## src/rtl/uart_msg_streamer.sv

```systemverilog
// Buffered message sender: up to DEPTH bytes go out over a built-in 8-bit UART TX, optional parity and 2 stop bits.
// Latency: the line falls two edges after a start is sampled, and each byte costs F*CPB+1 cycles.
// Backpressure: none. A start while busy is dropped, and buffer writes are ignored until the message completes.
module uart_msg_streamer #(
  parameter int CLK_FREQ      = 25_000_000,
  parameter int BAUD          = 115200,
  parameter int DEPTH         = 32,
  parameter int PARITY        = 0,
  parameter int STOP_BITS     = 1,
  parameter int PERIOD_CYCLES = 25_000_000,
  localparam int AW = $clog2(DEPTH)
) (
  input  logic          i_Clk,
  input  logic          rst,
  input  logic          i_wr_en,
  input  logic [AW-1:0] i_wr_addr,
  input  logic [7:0]    i_wr_data,
  input  logic [AW:0]   i_len,
  input  logic          i_send,
  input  logic          i_periodic_en,
  output logic          o_UART_TX,
  output logic          o_busy,
  output logic          o_done,
  output logic [7:0]    o_msg_count
);

  localparam int CPB      = CLK_FREQ / BAUD;
  localparam int STOP_CYC = STOP_BITS * CPB;
  localparam int CW       = $clog2(STOP_CYC + 1);
  localparam int TW       = $clog2(PERIOD_CYCLES + 1);

  localparam logic [AW:0]   LEN_MAX   = (AW+1)'(DEPTH);
  localparam logic [CW-1:0] BIT_LAST  = CW'(CPB - 1);
  localparam logic [CW-1:0] STOP_LAST = CW'(STOP_CYC - 1);
  localparam logic [TW-1:0] TMR_LAST  = TW'(PERIOD_CYCLES - 1);

  typedef enum logic [2:0] {
    S_IDLE, S_LOAD, S_START, S_DATA, S_PARITY, S_STOP, S_FINISH
  } state_t;

  state_t        state_q, state_d;
  logic [CW-1:0] cnt_q, cnt_d;
  logic [2:0]    bit_q, bit_d;
  logic [AW:0]   idx_q, idx_d;
  logic [AW:0]   len_q, len_d;
  logic [TW-1:0] timer_q, timer_d;
  logic [7:0]    byte_q;
  logic          tx_d;
  logic          start_req;
  logic [AW:0]   len_clamped;
  logic          parity_bit;
  logic [7:0]    mem [DEPTH];

  assign start_req   = i_send || (i_periodic_en && (timer_q == TMR_LAST));
  assign len_clamped = (i_len > LEN_MAX) ? LEN_MAX : i_len;
  assign parity_bit  = (PARITY == 2) ? ~^byte_q : ^byte_q;

  assign o_busy = (state_q != S_IDLE) && (state_q != S_FINISH);
  assign o_done = (state_q == S_FINISH);

  always_comb begin
    state_d = state_q;
    cnt_d   = cnt_q + CW'(1);
    bit_d   = bit_q;
    idx_d   = idx_q;
    len_d   = len_q;
    timer_d = timer_q;
    case (state_q)
      S_IDLE: begin
        cnt_d   = '0;
        timer_d = timer_q + TW'(1);
        if (start_req) begin
          timer_d = '0;
          // A zero-length request still counts as a start for the timer but sends nothing.
          if (len_clamped != '0) begin
            state_d = S_LOAD;
            len_d   = len_clamped;
            idx_d   = '0;
          end
        end
      end
      S_LOAD: begin
        cnt_d   = '0;
        state_d = S_START;
      end
      S_START: begin
        if (cnt_q == BIT_LAST) begin
          cnt_d   = '0;
          bit_d   = '0;
          state_d = S_DATA;
        end
      end
      S_DATA: begin
        if (cnt_q == BIT_LAST) begin
          cnt_d = '0;
          bit_d = bit_q + 3'd1;
          if (bit_q == 3'd7) state_d = (PARITY != 0) ? S_PARITY : S_STOP;
        end
      end
      S_PARITY: begin
        if (cnt_q == BIT_LAST) begin
          cnt_d   = '0;
          state_d = S_STOP;
        end
      end
      S_STOP: begin
        if (cnt_q == STOP_LAST) begin
          cnt_d = '0;
          if (idx_q + (AW+1)'(1) < len_q) begin
            idx_d   = idx_q + (AW+1)'(1);
            state_d = S_LOAD;
          end else begin
            state_d = S_FINISH;
          end
        end
      end
      S_FINISH: begin
        cnt_d   = '0;
        state_d = S_IDLE;
      end
      default: state_d = S_IDLE;
    endcase
    if (!i_periodic_en) timer_d = '0;

    // Line level is registered from the next state so the pin never glitches on decode.
    case (state_d)
      S_START:  tx_d = 1'b0;
      S_DATA:   tx_d = byte_q[bit_d];
      S_PARITY: tx_d = parity_bit;
      default:  tx_d = 1'b1;
    endcase
  end

  always_ff @(posedge i_Clk) begin
    if (rst) begin
      state_q     <= S_IDLE;
      cnt_q       <= '0;
      bit_q       <= '0;
      idx_q       <= '0;
      len_q       <= '0;
      timer_q     <= '0;
      o_UART_TX   <= 1'b1;
      o_msg_count <= 8'd0;
    end else begin
      state_q   <= state_d;
      cnt_q     <= cnt_d;
      bit_q     <= bit_d;
      idx_q     <= idx_d;
      len_q     <= len_d;
      timer_q   <= timer_d;
      o_UART_TX <= tx_d;
      if (state_d == S_FINISH) o_msg_count <= o_msg_count + 8'd1;
    end
  end

  // Buffer RAM is deliberately left unreset.
  always_ff @(posedge i_Clk) begin
    if (i_wr_en && !o_busy) mem[i_wr_addr] <= i_wr_data;
    if (state_q == S_LOAD) byte_q <= mem[idx_q[AW-1:0]];
  end

endmodule

```

## config.mk

```make
export PLATFORM = sky130hd
export DESIGN_NAME = uart_msg_streamer
export DESIGN_NICKNAME = d
export VERILOG_FILES = /design/src/rtl/uart_msg_streamer.sv
export SDC_FILE = /design/constraint.sdc
export NUM_CORES = 1
export LEC_CHECK = 0
export BUFFER_PORTS_ARGS = -buffer_cell sky130_fd_sc_hd__buf_2
export CORE_MARGIN = 5
export CORE_UTILIZATION = 40
export CTS_BUF_LIST = sky130_fd_sc_hd__clkbuf_4 sky130_fd_sc_hd__clkbuf_8
export DETAILED_ROUTE_END_ITERATION = 7
export MAX_ROUTING_LAYER = met4
export PLACE_DENSITY_LB_ADDON = 0.05
export SETUP_SLACK_MARGIN = 0.15
export SLEW_MARGIN = 20
export SYNTH_ARGS = -nofsm -noshare
export SYNTH_HDL_FRONTEND = slang
export SYNTH_SLANG_ARGS = --single-unit
```

## constraint.sdc

```tcl
create_clock -name i_Clk -period 3.3 [get_ports i_Clk]
set_input_delay 0.495 -clock i_Clk [delete_from_list [all_inputs] [get_ports i_Clk]]
set_output_delay 0.495 -clock i_Clk [all_outputs]
set_load 0.1 [all_outputs]
```

**Word level (Yosys, flattened, before mapping)**

Memories as Yosys holds them, arrays and structs flattened. A register that Yosys moved wholly into a read port is not among the register bits.
Cells that the tools add are included.

- Register bits after elaboration: 60
- RAM bits: 256
- Input bits: 24
- Memories: 1

- Add/subtract/negate cells: 5
- Magnitude comparators: 3
- Equality and inequality tests: 18
- Mux-type cells: 26
- Bitwise logic cells: 1
- Reductions and logical operators: 15

Memories:

| name | depth | width | read ports | clocked after memory_dff | wr ports | RTL line | RTL |
|---|---|---|---|---|---|---|---|
| mem | 32 | 8 | 1 | 1 | 1 | 52 | `logic [7:0] mem [DEPTH];` |

Operator list:

| cell | count |
|---|---|
| 2-to-1 mux 3 bit | 10 |
| 2-to-1 mux 6 bit | 5 |
| adder 25 x 1 -> 25 bit, second input constant | 1 |
| equality test 25 bit, second input constant | 1 |
| 2-to-1 mux 25 bit | 1 |
| equality test 3 bit, second input constant | 6 |
| case mux 3 bit (6 select lines) | 1 |
| adder 8 x 1 -> 8 bit, second input constant | 2 |
| case mux 8 bit (2 select lines) | 1 |
| equality test 3 x 2 -> 1 bit, second input constant | 4 |
| case mux 6 bit (2 select lines) | 1 |
| equality test 8 bit, second input constant | 1 |
| 2-to-1 mux 8 bit | 1 |
| inequality test 2 bit, second input constant | 4 |
| parity 8 bit | 1 |
| adder 6 x 1 -> 6 bit, second input constant | 1 |
| greater-than comparator 6 bit, second input constant | 1 |
| < comparator 6 bit | 1 |
| case mux 3 bit (2 select lines) | 1 |
| nonzero test 6 bit | 1 |
| AND reduction 5 bit | 1 |
| < comparator 3 x 4 -> 1 bit, second input constant | 1 |
| OR reduction 4 bit | 1 |
| adder 3 x 1 -> 3 bit, second input constant | 1 |
| other kinds (15) | 19 |

**Depth between registers and ports, before layout**

- Depth in word-level cells: 8
- Mapped depth: 13

**Least setup slack after synthesis**

OpenSTA, ideal clock, no wires.

- Kind: reg-to-output
- From: register state_q[1]
- To: output o_busy
- Arrival time: 2,982 ps
- Setup slack: -177 ps
- Cell stages (with the launch flop): 5
- Path through: dfxtp_1 > clkbuf_1 > nand2_1 > nor2_1 > nor2_1

- Longest elaborated chain between the ends: 2
- Elaborated cells between the ends (all ways): 3
- Those cells by class: 1 x eq/ne; 2 x reduce/logical

RTL lines:

| element | RTL line | RTL |
|---|---|---|
| from (decl) | 41 | `state_t state_q, state_d;` |
| from (signal assigned) | 145 | `state_q <= state_d;` |
| inequality test 3 bit or nonzero test 3 bit (tied branches) | 58 | `assign o_busy = (state_q != S_IDLE) && (state_q != S_FINISH);` |
| logical AND 1 bit (*) | 58 |  |
| to (decl) | 22 | `output logic o_busy,` |

Mark *: on every way between the ends. The rest lies on a longest branch, timed or not.

**Worst setup path after layout**

- From: register idx_q[2]
- To: register idx_q[0]

- Longest elaborated chain between the ends: 4

RTL lines:

| element | RTL line | RTL |
|---|---|---|
| from (decl) | 44 | `logic [AW:0] idx_q, idx_d;` |
| from (signal assigned) | 148 | `idx_q <= idx_d;` |
| adder 6 x 1 -> 6 bit | 109 | `if (idx_q + (AW+1)'(1) < len_q) begin` |
| < comparator 6 bit | 109 |  |
| inequality test 2 bit (no line) | -- |  |
| AND reduction 5 bit (no line) | -- |  |

No other way between the ends.
A chain may end at the register's enable or synchronous reset.

==> impl_results.md <==
- Status: finished, final reports clean
- Dominant cell type by area after synthesis: edfxtp_1
- Setup TNS Final: 0 ps
- #FFs+latches synth: 324
- CTS buffer count: 56
- Net Count, Synth: 847
- PD cells: between 500 and 600 nW/um^2
- Post-synth EDFFs: 264
- Syn Area/Cell: 16.5 sq um
- Clock latency on the worst-skew pair: 620 ps
- Reg-to-reg endpoint: idx_q[0]
- Grt met3 use: 0.0335
- Crit-path max FO: 12
- GR Layer Usage met1: 0.237
- Clock Path Buffers: 3
- Via density: ~5.4
- CTS Hold Bufs: 0
- Initial antenna violation count: 0
- Critical path class: reg -> reg
- Initial Utilization: 0.403
- CP startpoint kind: register
- Hold Path Depth: 3
- Yosys top cell area share: 0.592
- Post-Syn Area: around 13000 sq um
- Die area: ~37000 sq um
- Nets: 939
- Async SR Flop Fraction: 0
- R2R depth: 10
- Worst setup path end: idx_q[0]
- Largest net degree at the start of global routing: 67
- Remaining DRCs: 0
- Post-Route WL: 30.5 mm
- Critical Path AT: approximately 3400 ps
- Drt first pass iters: 5
- CTS clk-pin slew, worst paths: 60 ps
- Slew margin rel.: 0.327
- Routability congestion estimate: between 0.8 and 0.9
- Slowest stage delay, CP: 540 ps
- Root Driver: clkbuf_8
- Final Hold Vio Count: 0
- Commonest cells post-synth: edfxtp_1, nor2_1, mux4_2, dfxtp_1, nand2_1
- Data required, critical path: 3840 ps
- DRT iter0 DRCs: 455
- Sink Count: 324
- Maximum VDD drop: 0.395 mV
- CTS tree: built
- Grt met2 use: 0.273
- Synth cell types: 63
- # setup viols final: 0
- Final ANT Viol Nets: 0
- CORE AREA: 33300 sq um
- Layout cells sized above 1: 0.266
- Worst-margin pin slew: 1010 ps
- # rows: 67
- Sequential area share after synthesis: 0.681
- Synthesis Warnings: 0
- Max Cap Viol: 0
- Hpwl dp: 19.1 mm
- Crit-path cells: nand3_1 > or2_2 > nand2_1 > ha_1 > a21o_1 > a21o_1 > a211o_1 > or4_1 > inv_1 > mux2_2
- IO Port Bufs: 34
- Crit path max-delay cell type: or4_1
- Synthesized instance count: 810
- Worst Path Buf+Inv: 1
- Top delay family on crit path: simple AND/OR/NAND/NOR gates
- Chip Width: 193 um
- Minimum clock period: 2880 ps
- Via count: 7471
- Worst path depth: 10
- GRT busiest layer: met2
- First-pass GRT wire length: 47.3 mm
- Leak: 4.90 nW
- Top FF cell, synth: edfxtp_1
- Worst min path class: in -> reg
- Reg2reg setup slack: 420 ps
- F_max: 0.347 GHz
- Diode count: 0
- Wire per inst: 21.9 um
- Total GRT Usage: 0.175
- Finished Cell Area: 15300 sq um
- Synth top area cells: edfxtp_1, mux4_2, dfxtp_1, nor2_1, xor2_1
- Clk_skew: 21.6 ps
- Reg-to-reg startpoint: idx_q[2]
- DIE HEIGHT: 193 um
- Synth-to-layout area growth: 14.4%
- Gr ovfl total: 0
- H-tree levels: 2
- I/O pins: 35
- RSZ-0062 raised after global routing: no
- Crit path from: idx_q[2]
- Final Cycle Share: 0.873
- Final Max Tran Viols: 0
- Post-placement cell area: 14300 sq um
- Top-count cell post-synth: edfxtp_1
- CP Capture Type: register
- Crit path top cell by count: a21o_1
- Number of global-route vias before repair: 7809
[sequential cells by signal, indices dropped and copies added (netlist names)]
name	count
bit_q	3
byte_q	8
cnt_q	8
idx_q	6
len_q	6
mem	256
o_UART_TX	1
o_msg_count	8
state_q	3
timer_q	25
[cells by family (layout without fill, tap and decap cells)]
kind of cell | Yosys count | after routing | synth area share
muxes | 90 | 90 | 0.143
AOI/OAI and AO/OA | 58 | 58 | 0.0323
DFF | 324 | 324 | 0.681
buffers and inverters | 50 | 184 | 0.0147
adders and majority gates | 13 | 13 | 0.0121
and+or+nand+nor | 229 | 229 | 0.0868
xor gates and xnor gates | 46 | 46 | 0.0301
[through the flow]
step	total power, mW	hold WS, ps	cells	setup WS (ps)	utilization
after floorplan	4.69	432	810	167	-
after global placement	4.82	444	1292	457	0.429
after detailed placement	4.83	453	1292	352	0.429
after CTS	8.32	174	1392	294	0.461
after global routing	8.54	215	1392	238	0.461
final	8.19	245	1392	419	0.461
[how the worst min path moves through the flow]
stage / slack (ps) / from / end
final: 240 / i_len[5] / len_q[5]
after global routing: 220 / i_len[3] / len_q[3]
after CTS: 170 / i_len[5] / len_q[5]
after detailed placement: 450 / len_q[3] / len_q[3]
after global placement: 440 / timer_q[22] / timer_q[22]
after floorplan: 430 / len_q[2] / len_q[2]
[worst min-delay path, delay by kind of cell]
kind          cells  cell delay [ps]
mux               1               80
buf+inv           1              140
simple gates      1               90
[repair_timing]
action	4_1_cts	5_1_grt
setup endpoints to repair	0	2
endpoints found under the hold margin	0	0
gates resized for setup	0	1
setup buffers	0	0
[layer usage]
layer,up-vias,wire length [um]
met3,39,1640
met1,3839,13700
met4,0,589
li1,3379,-
met5,-,0
met2,214,14600
[final cells by class]
type,count,area (sq um)
well taps,448,561
fillers,2939,17900
clock buffers,65,838
repair buffers,72,468
inverters,12,45.0
multi-input cells,436,4080
clock inverters,35,209
flip-flops and latches,324,9140
[power breakdown]
group | switching (mW) | internal (mW)
sequential | 0.0205 | 4.45
clock | 1.61 | 1.84
combinational | 0.194 | 0.0733
[layout by cell type (no fill, tap or decap), types with 4 or more instances in the layout]
cell type	count
nor4b_1	4
nand4b_1	4
nor4_1	5
edfxtp_1	264
clkbuf_8	56
nand3_1	29
and4_1	5
nand2_1	36
clkbuf_4	9
o21ai_0	4
inv_1	12
a21oi_1	11
and2_1	5
xor2_1	26
a211oi_1	7
nor3_1	5
nor2b_1	5
a31oi_1	4
mux4_2	80
ha_1	13
clkinv_2	7
mux2_2	9
nand2b_1	4
nand4_1	10
or2_2	4
buf_4	37
nor2_1	88
and3_1	8
xnor2_1	20
buf_2	34
clkinv_1	23
dfxtp_1	57
Power figures use the tool's default switching activity.
